<file path="config.mk">
export PLATFORM = sky130hd
export DESIGN_NAME = uart_word_tx_sched
export DESIGN_NICKNAME = d
export VERILOG_FILES = /design/src/rtl/uart_word_tx_sched.sv
export SDC_FILE = /design/constraint.sdc
export NUM_CORES = 1
export LEC_CHECK = 0
export CAP_MARGIN = 40
export CORE_AREA = 3 3 60 62
export DETAILED_ROUTE_END_ITERATION = 8
export DIE_AREA = 0 0 63 65
export DONT_BUFFER_PORTS = 1
export GPL_TIMING_DRIVEN = 0
export PLACE_DENSITY = 0.72
export RECOVER_POWER = 50
export SLEW_MARGIN = 20
export SYNTH_ARGS = -nofsm -noshare
export SYNTH_HDL_FRONTEND = slang
export SYNTH_SLANG_ARGS = --single-unit
</file>
<file path="constraint.sdc">
create_clock -name clk -period 4.5 [get_ports clk]
set_input_delay 0.225 -clock clk [delete_from_list [all_inputs] [get_ports clk]]
set_output_delay 0.225 -clock clk [all_outputs]
set_load 0.005 [all_outputs]
</file>
<file path="src/rtl/uart_word_tx_sched.sv">
// uart_word_tx_sched: round-robin arbiter of two 16-bit word sources onto a byte-wide UART TX.
// Each granted word goes out as two bytes, paced by the tx_start/tx_busy handshake.
module uart_word_tx_sched #(
   parameter bit MSB_FIRST   = 1'b0,
   parameter int GAP_CYCLES  = 0,
   parameter int ACK_TIMEOUT = 16
) (
   input  logic        clk,
   input  logic        rst_n,
   input  logic        ce,
   input  logic        req0_dv,
   input  logic [15:0] req0_word,
   output logic        req0_ack,
   input  logic        req1_dv,
   input  logic [15:0] req1_word,
   output logic        req1_ack,
   input  logic        tx_busy,
   output logic        tx_start,
   output logic [7:0]  tx_byte,
   output logic        grant_id,
   output logic        busy,
   output logic        tx_err
);
   localparam int TW = $clog2(ACK_TIMEOUT + 1);
   typedef enum logic [2:0] {IDLE, START, WAIT_RISE, WAIT_FALL, GAP} state_t;
   state_t        state;
   logic          ph;
   logic          last_grant;
   logic [15:0]   word;
   logic [TW-1:0] to_cnt;
   logic [7:0]    gap_cnt;
   logic          gnt;
   // with both sources pending, the one not served last wins
   assign gnt = (req0_dv && req1_dv) ? ~last_grant : req1_dv;
   always_ff @(posedge clk or negedge rst_n) begin
      if (!rst_n) begin
         state      <= IDLE;
         ph         <= 1'b0;
         last_grant <= 1'b1;
         word       <= '0;
         to_cnt     <= '0;
         gap_cnt    <= '0;
         req0_ack   <= 1'b0;
         req1_ack   <= 1'b0;
         tx_start   <= 1'b0;
         tx_byte    <= '0;
         grant_id   <= 1'b0;
         busy       <= 1'b0;
         tx_err     <= 1'b0;
      end else begin
         req0_ack <= 1'b0;
         req1_ack <= 1'b0;
         tx_start <= 1'b0;
         tx_err   <= 1'b0;
         if (ce) begin
            case (state)
               IDLE: if (req0_dv || req1_dv) begin
                  grant_id   <= gnt;
                  last_grant <= gnt;
                  word       <= gnt ? req1_word : req0_word;
                  req0_ack   <= ~gnt;
                  req1_ack   <= gnt;
                  ph         <= 1'b0;
                  busy       <= 1'b1;
                  state      <= START;
               end
               START: if (!tx_busy) begin
                  tx_byte  <= (ph ^ MSB_FIRST) ? word[15:8] : word[7:0];
                  tx_start <= 1'b1;
                  to_cnt   <= '0;
                  state    <= WAIT_RISE;
               end
               WAIT_RISE: if (tx_busy) state <= WAIT_FALL;
                  else if (to_cnt == TW'(ACK_TIMEOUT - 1)) begin
                     tx_err <= 1'b1;
                     busy   <= 1'b0;
                     state  <= IDLE;
                  end else to_cnt <= to_cnt + 1'b1;
               WAIT_FALL: if (!tx_busy) begin
                  if (ph) begin
                     busy  <= 1'b0;
                     state <= IDLE;
                  end else begin
                     ph      <= 1'b1;
                     gap_cnt <= '0;
                     state   <= (GAP_CYCLES == 0) ? START : GAP;
                  end
               end
               GAP: if (gap_cnt == 8'(GAP_CYCLES - 1)) state <= START;
                  else gap_cnt <= gap_cnt + 1'b1;
               default: state <= IDLE;
            endcase
         end
      end
   end
endmodule
</file>
# Word-level counts from Yosys, hierarchy flattened
# Cells that the tools add are included.
# totals
regBits	48
inputBits	38
out_inout_bits	14
word_cells	90
# classes
addsub	2
n_eq_ne	17
n_mux	41
n_bitwise	3
reduce_logical	14
# ops
operator	n
$mux 8	4
$mux 1	22
$ne 2x2->1 const B	10
$mux 3	6
$mux 16	1
$pmux 8 s2	1
$mux 5	3
$pmux 3 s5	1
$pmux 5 s2	1
$reduce_and 5->1	2
$add 8x1->8 const B	1
$eq 8x8->1 const B	1
$reduce_and 7->1	1
$eq 3x2->1 const B	2
$reduce_and 3->1	2
$reduce_and 6->1	1
$reduce_bool 2->1	3
$add 5x1->5 const B	1
$eq 5x4->1 const B	1
$reduce_and 4->1	1
$eq 3x1->1 const B	1
$eq 3x3->1 const B	1
$logic_not 3->1	1
$ne 3x3->1 const B	1
6 further kinds	8

# Depth between registers and ports, before layout
# depth
ltp_word	6
depth_mapped	7
mapped_depth_nobuf	7

# Worst setup path before layout
# OpenSTA, ideal clock, no wires.
# synth_path
path_kind	register -> register
startpoint	register to_cnt[0]
endpoint	register to_cnt[0]
setup_time_ns	0.125
t_arrival_ns	1.635
required_ns	4.375
path_slack_ns	2.741
path_stages_with_launch	7
n_path_buf	0
synth_period_minus_slack_ns	1.759
cell_sequence	dfrtp_1 ha_1 and3_1 ha_1 and4bb_1 nor2_1 mux2_2
# synth_between
elab_chain_len	4
word_cells_on_any_way	7
cone_classes	add/sub: 1; eq/ne: 2; mux: 3; reduce/logical: 1
# synth_rtl
element	line	rtl
start: declaration	30	logic [TW-1:0] to_cnt;
start signal: assignment	78	end else to_cnt <= to_cnt + 1'b1;
$add 5x1->5	78	
$mux 5	74	else if (to_cnt == TW'(ACK_TIMEOUT - 1)) begin
$mux 5	73	WAIT_RISE: if (tx_busy) state <= WAIT_FALL;
$pmux 5 s2	56	case (state)
# Several ways; a longest one is shown, not always the timed one. The select of a mux whose other input is x is not followed.
# A chain may end at the register's enable or synchronous reset.

==> results.json <==
{
  "outcome": "complete, but fails checks",
  "violations": "capacitance limit, slew limit",
  "port_buffers": 0,
  "path_cells": "dlygate4sd3_1, clkbuf_1",
  "ios": 52,
  "wl_per_cell_um": 17.1,
  "layout_commonest_cell": "dfrtp_1",
  "crit_arrival_ns": 2.20,
  "final_cell_mix": "dfrtp_1 (38), inv_1 (23), a222oi_1 (16)",
  "num_rows": 20,
  "reg2regPathDepth": 6,
  "final_cells": 210,
  "root_buffer": "clkbuf_4",
  "cts_resized": 0,
  "syn_nets": 199,
  "hp-class": "in -> reg",
  "overflow": 0,
  "initial_core_util_pct": 59.5,
  "worstPathRequired_ns": 4.57,
  "totalWireLength_um": 3600,
  "grt_pass1_wl_um": 5900,
  "fin_nets": 209,
  "path_buf_inv": 2,
  "critPathCaptureType": "async pin",
  "die_h_um": 65,
  "routabilityCongestion": 0.790,
  "drtPass1Iterations": 5,
  "r2r_setup_slack_ns": 2.52,
  "cts_htree_levels": 2,
  "crit_cells": 2,
  "hold_viol_final": 0,
  "crit_family": "buffers and inverters",
  "worstSetupStartpointType": "primary input",
  "p_switching_uw": 431,
  "fin_tns_setup_ns": 0,
  "r2r-end": "to_cnt[0]",
  "p_clk_share_pct": 22.2,
  "cts_tree": "yes",
  "die_area_um2": 4100,
  "clk_pin_slew_worst_paths_ns": 0.12,
  "max_freq_mhz": 469,
  "fin_skew_ns": 0.0105,
  "synth_area_per_cell_um2": 11.8,
  "min_period_ns": 2.13,
  "dpl.hpwl_um": 2590,
  "cp_max_fo": 39,
  "internal_power_uw": 859,
  "cp_slowest_cell": "clkbuf_1",
  "syn_inst": 155,
  "grt_max_degree": 40,
  "power_density_nw_per_um2": 641,
  "area_growth_pct": 9.84,
  "core_area_um2": 3080,
  "synth.distinct_cells": 31,
  "num_vias": 1243,
  "drv_slew": 40,
  "p_sw_share_pct": 33.4,
  "hold_buffers": 2,
  "reg2reg_from": "to_cnt[0]",
  "clock-sinks": 39,
  "die_w_um": 63,
  "drive_gt1_share_pct": 15.7,
  "endpoint": "tx_byte[0]",
  "peakVddDrop_v": 0.000320,
  "startpoint": "rst_n",
  "syn_area_um2": 1830,
  "grt_antenna_before_repair": 0,
  "worst_slew_pin_slew_ns": 2.00,
  "critPathKind": "in -> async",
  "cts.path.max_buffers": 2,
  "track_usage_pct": 19.1,
  "vias_per_cell": 5.92,
  "insertion_delay_ns": 0.34,
  "yosys_warnings": 0,
  "p_leak_nw": 1.03,
  "fin_crit_sh_pct": 47.4,
  "cts_setup_buffers": 0,
  "drc_errors": 0,
  "drtIter0Drc": 118,
  "rsz0062_at_grt": "no",
  "slew_headroom_pct": -33.2,
  "placed_cells": 199,
  "grt_pass1_vias": 1231,
  "synth-seq-area-share_pct": 53.3,
  "cap_violations": 1,
  "cts_made_buffers": 5,
  "seqPwrFrac_pct": 45.8,
  "antenna_cells": 0,
  "postRouteAntennaNets": 0,
  "cpPeakStageDelay_ns": 1.43,
  "p_comb_share_pct": 32.0,
  "finalSetupViolCount": 0,
  "ys_seq_elements": 39
}
## state kept, by name, indices dropped and copies added (netlist names)
name,count
busy,1
last_grant,1
ph,1
tx_start,1
tx_err,1
req0_ack,1
to_cnt,5
grant_id,1
word,16
state,2
req1_ack,1
tx_byte,8
## stage by stage
stage                     hold slack, ns  total power [mW]  util [%]  cell area, um^2  worst slack [ns]
after floorplan                  -0.0706             0.914         -             1830              2.74
after global placement           -0.0691             0.983      61.3             1890              2.64
after detailed placement         -0.0692              1.01      61.3             1890              2.56
after CTS                        0.00788              1.30      65.6             2020              2.53
after global routing             0.00199              1.39      65.4             2010              1.92
final                             0.0215              1.29      65.4             2010              2.37
## power by group through the flow
stage	Combinational [mW]	Sequential (mW)	Clock (mW)
3_5_place_dp	0.407	0.600	0
3_3_place_gp	0.389	0.594	0
6_report	0.413	0.591	0.286
5_1_grt	0.474	0.610	0.308
2_1_floorplan	0.343	0.571	0
4_1_cts	0.418	0.593	0.290
## worst min path at each step
stage,slack (ns),start,endpoint,cells past startpoint
2_1_floorplan,-0.07,rst_n,busy,0
3_3_place_gp,-0.07,rst_n,to_cnt[1],0
3_5_place_dp,-0.07,rst_n,tx_start,0
4_1_cts,0.008,req0_word[15],word[15],2
5_1_grt,0.002,req0_word[14],word[14],2
6_report,0.02,req0_word[12],word[12],2
## per-layer routing
metal | share of wire, % | vias up | track usage (%)
li1 | - | 585 | -
met1 | 42 | 600 | 24.0
met2 | 49 | 56 | 30.6
met3 | 7.7 | 2 | 7.45
met4 | 0.50 | 0 | 5.79
met5 | 0 | - | 0
## layout make-up
class                           instances  area, um^2
Clock inverter                          2        60.1
Multi-Input combinational cell         85         711
Buffer                                  7        53.8
Sequential cell                        39         977
Clock buffer                            6        41.3
Inverter                               24        90.1
Tap cell                               44        55.1
Fill cell                             255        1070
Timing Repair Buffer                    3        23.8
## synth_stat cells, drive strengths merged
cell type | count | area share [%]
dfrtp | 38 | 52
inv | 24 | 4.9
a222oi | 16 | 8.7
nand2 | 11 | 2.3
mux2i | 10 | 5.5
o21ai | 10 | 2.7
buf | 7 | 2.9
nor2 | 7 | 1.4
ha | 6 | 4.1
a21oi | 4 | 2.3
a21o | 2 | 0.82
a22o | 2 | 0.96
mux2 | 2 | 1.4
nand3 | 2 | 1.1
xor2 | 2 | 0.96
a211o | 1 | 0.48
and3 | 1 | 0.34
and4b | 1 | 0.55
and4bb | 1 | 0.68
dfstp | 1 | 1.4
nand3b | 1 | 0.61
nand4 | 1 | 0.34
nor3 | 1 | 0.55
nor3b | 1 | 0.41
o211ai | 1 | 0.68
o311ai | 1 | 1.4
o31ai | 1 | 0.41
## cells by family (layout without fill, tap and decap cells)
| group | after synthesis | after routing | share of synthesized area (%) |
|---|---|---|---|
| compound gates | 38 | 38 | 18.6 |
| fa+ha+maj | 6 | 6 | 4.10 |
| xor+xnor | 2 | 2 | 0.956 |
| mux | 12 | 12 | 6.90 |
| simple gates | 27 | 27 | 8.27 |
| buf+inv | 31 | 42 | 7.85 |
| flops | 39 | 39 | 53.3 |
Power figures use the tool's default switching activity.
